[config.mk]
export PLATFORM = sky130hd
export DESIGN_NAME = mac_share_sched_flat
export DESIGN_NICKNAME = d
export VERILOG_FILES = /design/src/rtl/mac_share_sched_if.sv /design/src/rtl/mac_share_sched.sv /design/src/flat_wrapper.sv
export SDC_FILE = /design/constraint.sdc
export NUM_CORES = 1
export LEC_CHECK = 0
export CORE_UTILIZATION = 50
export DETAILED_ROUTE_END_ITERATION = 8
export DONT_BUFFER_PORTS = 1
export GPL_TIMING_DRIVEN = 0
export SETUP_SLACK_MARGIN = 0.2
export SLEW_MARGIN = 20
export SYNTH_ARGS = -nofsm -noshare
export SYNTH_HDL_FRONTEND = slang
export SYNTH_SLANG_ARGS = --single-unit
export TNS_END_PERCENT = 10
[constraint.sdc]
create_clock -name clock -period 10.5 [get_ports clock]
set_clock_uncertainty 0.15 [all_clocks]
set_input_delay 2.1 -clock clock [delete_from_list [all_inputs] [get_ports clock]]
set_output_delay 2.1 -clock clock [all_outputs]
set_load 0.005 [all_outputs]
[src/rtl/mac_share_sched_if.sv]
// Issue/result handshake bundle between the requesters and the shared MAC scheduler.
// Requester i uses bit i of the 4-bit vectors and operand slice [i*BITS0 +: BITS0].
interface mac_share_sched_if #(
    parameter int BITS0 = 9,
    parameter int BITS2 = 18
);
    logic [3:0]         req_valid;
    logic [3:0]         req_clr;
    logic [4*BITS0-1:0] req_a;
    logic [4*BITS0-1:0] req_b;
    logic [3:0]         req_ready;
    logic               res_valid;
    logic [1:0]         res_id;
    logic [BITS2-1:0]   res_data;

    modport master (
        output req_valid, req_clr, req_a, req_b,
        input  req_ready, res_valid, res_id, res_data
    );

    modport slave (
        input  req_valid, req_clr, req_a, req_b,
        output req_ready, res_valid, res_id, res_data
    );
endinterface

[src/rtl/mac_share_sched.sv]
// Round-robin scheduler sharing one 3-stage a*b+acc pipeline among four requesters,
// with per-requester accumulators and a drain-then-clear sequence.
module mac_share_sched #(
    parameter int BITS0 = 9,
    parameter int BITS2 = 18
) (
    input  logic               clock,
    input  logic               reset,
    input  logic               sched_en,
    input  logic               clr_all,
    mac_share_sched_if.slave   bus,
    output logic [4*BITS2-1:0] acc_out,
    output logic [3:0]         acc_ovf,
    output logic               busy
);

    typedef enum logic [1:0] {RUN, DRAIN, CLEAR} state_t;

    state_t           state;
    logic             pending;
    logic [1:0]       ptr;

    logic [BITS0-1:0] op_a [4];
    logic [BITS0-1:0] op_b [4];
    logic [3:0]       grant;
    logic [1:0]       gidx;
    logic [1:0]       idx;
    logic             found;
    logic             grant_ok;
    logic             hs;

    logic             v1;
    logic [BITS0-1:0] a1;
    logic [BITS0-1:0] b1;
    logic             clr1;
    logic [1:0]       id1;

    logic             v2;
    logic [BITS2-1:0] prod2;
    logic             clr2;
    logic [1:0]       id2;

    logic [BITS2-1:0] acc [4];
    logic [BITS2-1:0] base;
    logic [BITS2:0]   sum;

    always_comb begin
        for (int unsigned i = 0; i < 4; i++) begin
            op_a[i] = bus.req_a[i*BITS0 +: BITS0];
            op_b[i] = bus.req_b[i*BITS0 +: BITS0];
        end
    end

    assign grant_ok = !reset && (state == RUN) && sched_en && !pending;

    // First valid requester at or after ptr, wrapping.
    always_comb begin
        grant = '0;
        gidx  = '0;
        idx   = '0;
        found = 1'b0;
        for (int unsigned k = 0; k < 4; k++) begin
            idx = ptr + 2'(k);
            if (!found && bus.req_valid[idx]) begin
                found       = 1'b1;
                gidx        = idx;
                grant[idx]  = 1'b1;
            end
        end
        if (!grant_ok) begin
            grant = '0;
        end
    end

    assign hs            = found && grant_ok;
    assign bus.req_ready = grant;
    assign busy          = (state != RUN) || v1 || v2;

    always_ff @(posedge clock or posedge reset) begin
        if (reset) begin
            state   <= RUN;
            pending <= 1'b0;
            ptr     <= '0;
        end else begin
            if (hs) begin
                ptr <= gidx + 2'd1;
            end
            case (state)
                RUN: begin
                    if (clr_all) begin
                        state   <= DRAIN;
                        pending <= 1'b1;
                    end
                end
                DRAIN: begin
                    // s3 has already written back once s1 and s2 are both empty.
                    if (!v1 && !v2) begin
                        state <= CLEAR;
                    end
                end
                CLEAR: begin
                    state   <= RUN;
                    pending <= 1'b0;
                end
                default: state <= RUN;
            endcase
        end
    end

    always_ff @(posedge clock or posedge reset) begin
        if (reset) begin
            v1    <= 1'b0;
            a1    <= '0;
            b1    <= '0;
            clr1  <= 1'b0;
            id1   <= '0;
            v2    <= 1'b0;
            prod2 <= '0;
            clr2  <= 1'b0;
            id2   <= '0;
        end else begin
            v1 <= hs;
            if (hs) begin
                a1   <= op_a[gidx];
                b1   <= op_b[gidx];
                clr1 <= bus.req_clr[gidx];
                id1  <= gidx;
            end
            v2 <= v1;
            if (v1) begin
                prod2 <= {{(BITS2-BITS0){1'b0}}, a1} * {{(BITS2-BITS0){1'b0}}, b1};
                clr2  <= clr1;
                id2   <= id1;
            end
        end
    end

    always_comb begin
        base = clr2 ? '0 : acc[id2];
        sum  = {1'b0, base} + {1'b0, prod2};
    end

    always_ff @(posedge clock or posedge reset) begin
        if (reset) begin
            for (int unsigned i = 0; i < 4; i++) begin
                acc[i] <= '0;
            end
            acc_ovf       <= '0;
            bus.res_valid <= 1'b0;
            bus.res_id    <= '0;
            bus.res_data  <= '0;
        end else if (state == CLEAR) begin
            for (int unsigned i = 0; i < 4; i++) begin
                acc[i] <= '0;
            end
            acc_ovf       <= '0;
            bus.res_valid <= 1'b0;
        end else begin
            bus.res_valid <= v2;
            if (v2) begin
                acc[id2]     <= sum[BITS2-1:0];
                acc_ovf[id2] <= sum[BITS2] | (!clr2 && acc_ovf[id2]);
                bus.res_id   <= id2;
                bus.res_data <= sum[BITS2-1:0];
            end
        end
    end

    always_comb begin
        acc_out = '0;
        for (int unsigned i = 0; i < 4; i++) begin
            acc_out[i*BITS2 +: BITS2] = acc[i];
        end
    end

endmodule

[src/flat_wrapper.sv]
// flat-port wrapper written by rule: the top's interface ports become plain ports
module mac_share_sched_flat 
#(
    parameter int BITS0 = 9,
    parameter int BITS2 = 18
)
  (clock, reset, sched_en, clr_all, acc_out, acc_ovf, busy, bus_req_valid, bus_req_clr, bus_req_a, bus_req_b, bus_req_ready, bus_res_valid, bus_res_id, bus_res_data);
  mac_share_sched_if #(.BITS0(BITS0), .BITS2(BITS2)) bus_i ();
  input  logic clock;
  input  logic reset;
  input  logic sched_en;
  input  logic clr_all;
  output logic [4*BITS2-1:0] acc_out;
  output logic [3:0] acc_ovf;
  output logic busy;
  input wire logic [$bits(bus_i.req_valid)-1:0] bus_req_valid;
  input wire logic [$bits(bus_i.req_clr)-1:0] bus_req_clr;
  input wire logic [$bits(bus_i.req_a)-1:0] bus_req_a;
  input wire logic [$bits(bus_i.req_b)-1:0] bus_req_b;
  output wire logic [$bits(bus_i.req_ready)-1:0] bus_req_ready;
  output wire logic [$bits(bus_i.res_valid)-1:0] bus_res_valid;
  output wire logic [$bits(bus_i.res_id)-1:0] bus_res_id;
  output wire logic [$bits(bus_i.res_data)-1:0] bus_res_data;
  assign bus_i.req_valid = bus_req_valid;
  assign bus_i.req_clr = bus_req_clr;
  assign bus_i.req_a = bus_req_a;
  assign bus_i.req_b = bus_req_b;
  assign bus_req_ready = bus_i.req_ready;
  assign bus_res_valid = bus_i.res_valid;
  assign bus_res_id = bus_i.res_id;
  assign bus_res_data = bus_i.res_data;
  mac_share_sched #(.BITS0(BITS0), .BITS2(BITS2)) u_core (.clock(clock), .reset(reset), .sched_en(sched_en), .clr_all(clr_all), .bus(bus_i), .acc_out(acc_out), .acc_ovf(acc_ovf), .busy(busy));
endmodule
==> results.txt <==
status: finished clean
post_cts resized: 0
largest area contributor in the netlist: dfrtp_1
syn nets: 1292
clk sinks: 146
first-pass GRT wire length: 44800 µm
Seq cells post-synth: 146
nets: 1312
root buffer cell: clkbuf_16
R2R Path End: u_core.prod2[14]
post-DR wirelength/cell: 19.8 µm
Synth Instances: 1094
top post-synthesis cells by area: dfrtp_1 34%, fa_1 9.4%, ha_1 7.3%, mux2i_1 6.2%, mux4_2 4.4%
total CTS buffers: 17
Crit path required time: 8250 ps
DIE WIDTH: 149 µm
Hold/Removal Path Class: reg -> reg
top-count cell post-synth: dfrtp_1
hold depth: 0
postcts setup bufs: 0
Seq/Total Area, Yosys: 33.6%
layout cell share with drive strength beyond 1: 9.85%
H-tree depth: 4
post-synthesis area per instance: 9.93 µm²
Hold Vio Cnt, Final: 0
CP Max Fanout: 9
initial antenna violation count: 3
max_slew headroom: 35.1%
Max Fclk: 173 MHz
core area: 21200 µm²
Core Rows: 53
Arr. time, crit path: 3540 ps
most frequent cells after synthesis: 146 x dfrtp_1, 123 x nand2_1, 89 x inv_1
final core utilization: 56.2%
worst r2r src: u_core.b1[0]
Clock Pin Slew Worst Setup and Hold Paths: 70 ps
Distinct cells, synth: 66
Worst-Margin Slew: 974 ps
GRT Resource Usage Total: 26.2%
Starting Density: 51.3%
RSZ-0062 raised after global routing: no
antenna-violating nets left: 0
ANT cells: 0
register area: 3650 µm²
drt first pass iters: 5
# DRC: 0
area grow syn2layout: 9.39%
mean number of vias per cell: 5.89
hold path start: u_core.v1
Fillers: 1888
r2r setup slk: 5280 ps
vias in the first global route: 8213
Iter 0 DRT Violations: 508
PortBufs: 0
multi-input logic area: 6570 µm²
via count: 8256
WS Path Type: in -> out
max-capacitance violation count: 0
routability cong.: 0.838
area share of the largest cell type after synthesis: 33.6%
Ports: 186
Final period util: 55.2%
largest net degree at the start of global routing: 83
setup TNS: 0 ps
GR Overflow Total: 0
Tmin final: 5790 ps
total die area: 22300 µm²
max-slew violations: 0
Synth Cell Area: 10900 µm²
CTS Hold Bufs: 0
Routed WL: 27700 µm
worst reg-to-reg path cell count: 17
Syn. warnings: 0
Post-synth ARST share: 100%
Clock Latency Late Sink: 440 ps
Setup violations, final: 0
deepest clock path buffer count: 2
Die Ht: 149 µm
number of synthesized flops with an enable pin: 0
startpoint types: primary input
Worst Hold End: u_core.v2
DP Wirelength: 20900 µm
CTS tree: yes
Crit. End Element: output port
ys flop type: dfrtp_1
==> critical path: stages <==
cell and delay [ps]:
buf_2 150, mux4_2 520, nor2b_2 220, a22oi_1 140
nor2_1 70, a221oi_1 240, nor2_1 100
==> how the worst max path moves through the flow <==
stage	from	depth (start not counted)	to	slack (ps)
finish	bus_req_valid[1]	7	bus_req_ready[1]	4710
detailed placement	bus_req_valid[1]	7	bus_req_ready[1]	4710
CTS	bus_req_valid[1]	7	bus_req_ready[1]	4710
floorplan	reset	1	u_core.a1[0]	4330
global route	bus_req_valid[0]	7	bus_req_ready[2]	4580
global placement	reset	1	u_core.acc_out[59]	2590
==> layout make-up <==
type | instances | area share [%]
repair buffers | 1 | 0.232
clock buffers | 17 | 3.58
plain buffers | 63 | 2.52
inverters | 90 | 2.91
multi-input cells | 795 | 55.3
well taps | 275 | 2.90
clock inverters | 15 | 1.80
flip-flops and latches | 146 | 30.8
==> layout by cell type, fill, tap and decap left out, types with 6 or more instances in the layout <==
cell	synthesis	final
dfrtp_1	146	146
nand2_1	123	123
inv_1	89	88
and2_1	72	72
mux2i_1	67	67
ha_1	63	63
a21oi_1	58	58
nor2_1	54	54
fa_1	51	51
clkbuf_1	46	46
o21ai_0	39	39
mux2_2	34	34
a22o_1	24	24
a21o_1	22	22
nand3_1	22	22
mux4_2	21	21
clkbuf_16	0	17
xnor2_1	15	15
o31ai_1	10	10
nor2b_1	9	9
a211oi_1	8	8
or3_1	8	8
xor2_1	7	7
nand3b_1	7	7
nor3_1	6	6
nand2b_1	6	6
inv_6	0	6
==> per-stage QoR <==
step	area, µm²	hold WS (ps)	setup WS, ps	cells
floorplan	10900	202	4330	1094
detailed placement	11200	233	4710	1370
global route	11900	260	4580	1402
finish	11900	240	4710	1402
CTS	11900	246	4710	1402
global placement	11200	225	2590	1369
==> flip-flops by register name (all words and copies together), names as in the netlist <==
name / flops
u_core.v1: 1
u_core.acc_ovf: 4
u_core.acc_out: 72
u_core.id1: 2
u_core.id2: 2
u_core.state: 2
u_core.v2: 1
u_core.b1: 9
u_core.bus.res_id: 2
u_core.bus.res_data: 18
u_core.bus.res_valid: 1
u_core.clr2: 1
u_core.clr1: 1
u_core.pending: 1
u_core.a1: 9
u_core.prod2: 18
u_core.ptr: 2
==> per-layer routing <==
metal / up-vias / track usage [%] / wire [µm]
met5: - / 0 / 0
met4: 0 / 6.28 / 270
met3: 22 / 6.27 / 1880
met2: 245 / 39.9 / 12800
met1: 4152 / 37.4 / 12800
li1: 3837 / - / -
==> kinds of logic after synthesis <==
kind of cell | after synthesis | synth area share, %
AOI/OAI and AO/OA | 207 | 12.8
xor gates and xnor gates | 22 | 1.77
adders and majority gates | 114 | 16.7
buffers and inverters | 153 | 5.85
DFF | 146 | 33.6
muxes | 124 | 14.4
and+or+nand+nor | 328 | 14.8
Power is not shown: default switching activity piles up to over one toggle a cycle in this logic, so the estimate is an artifact.
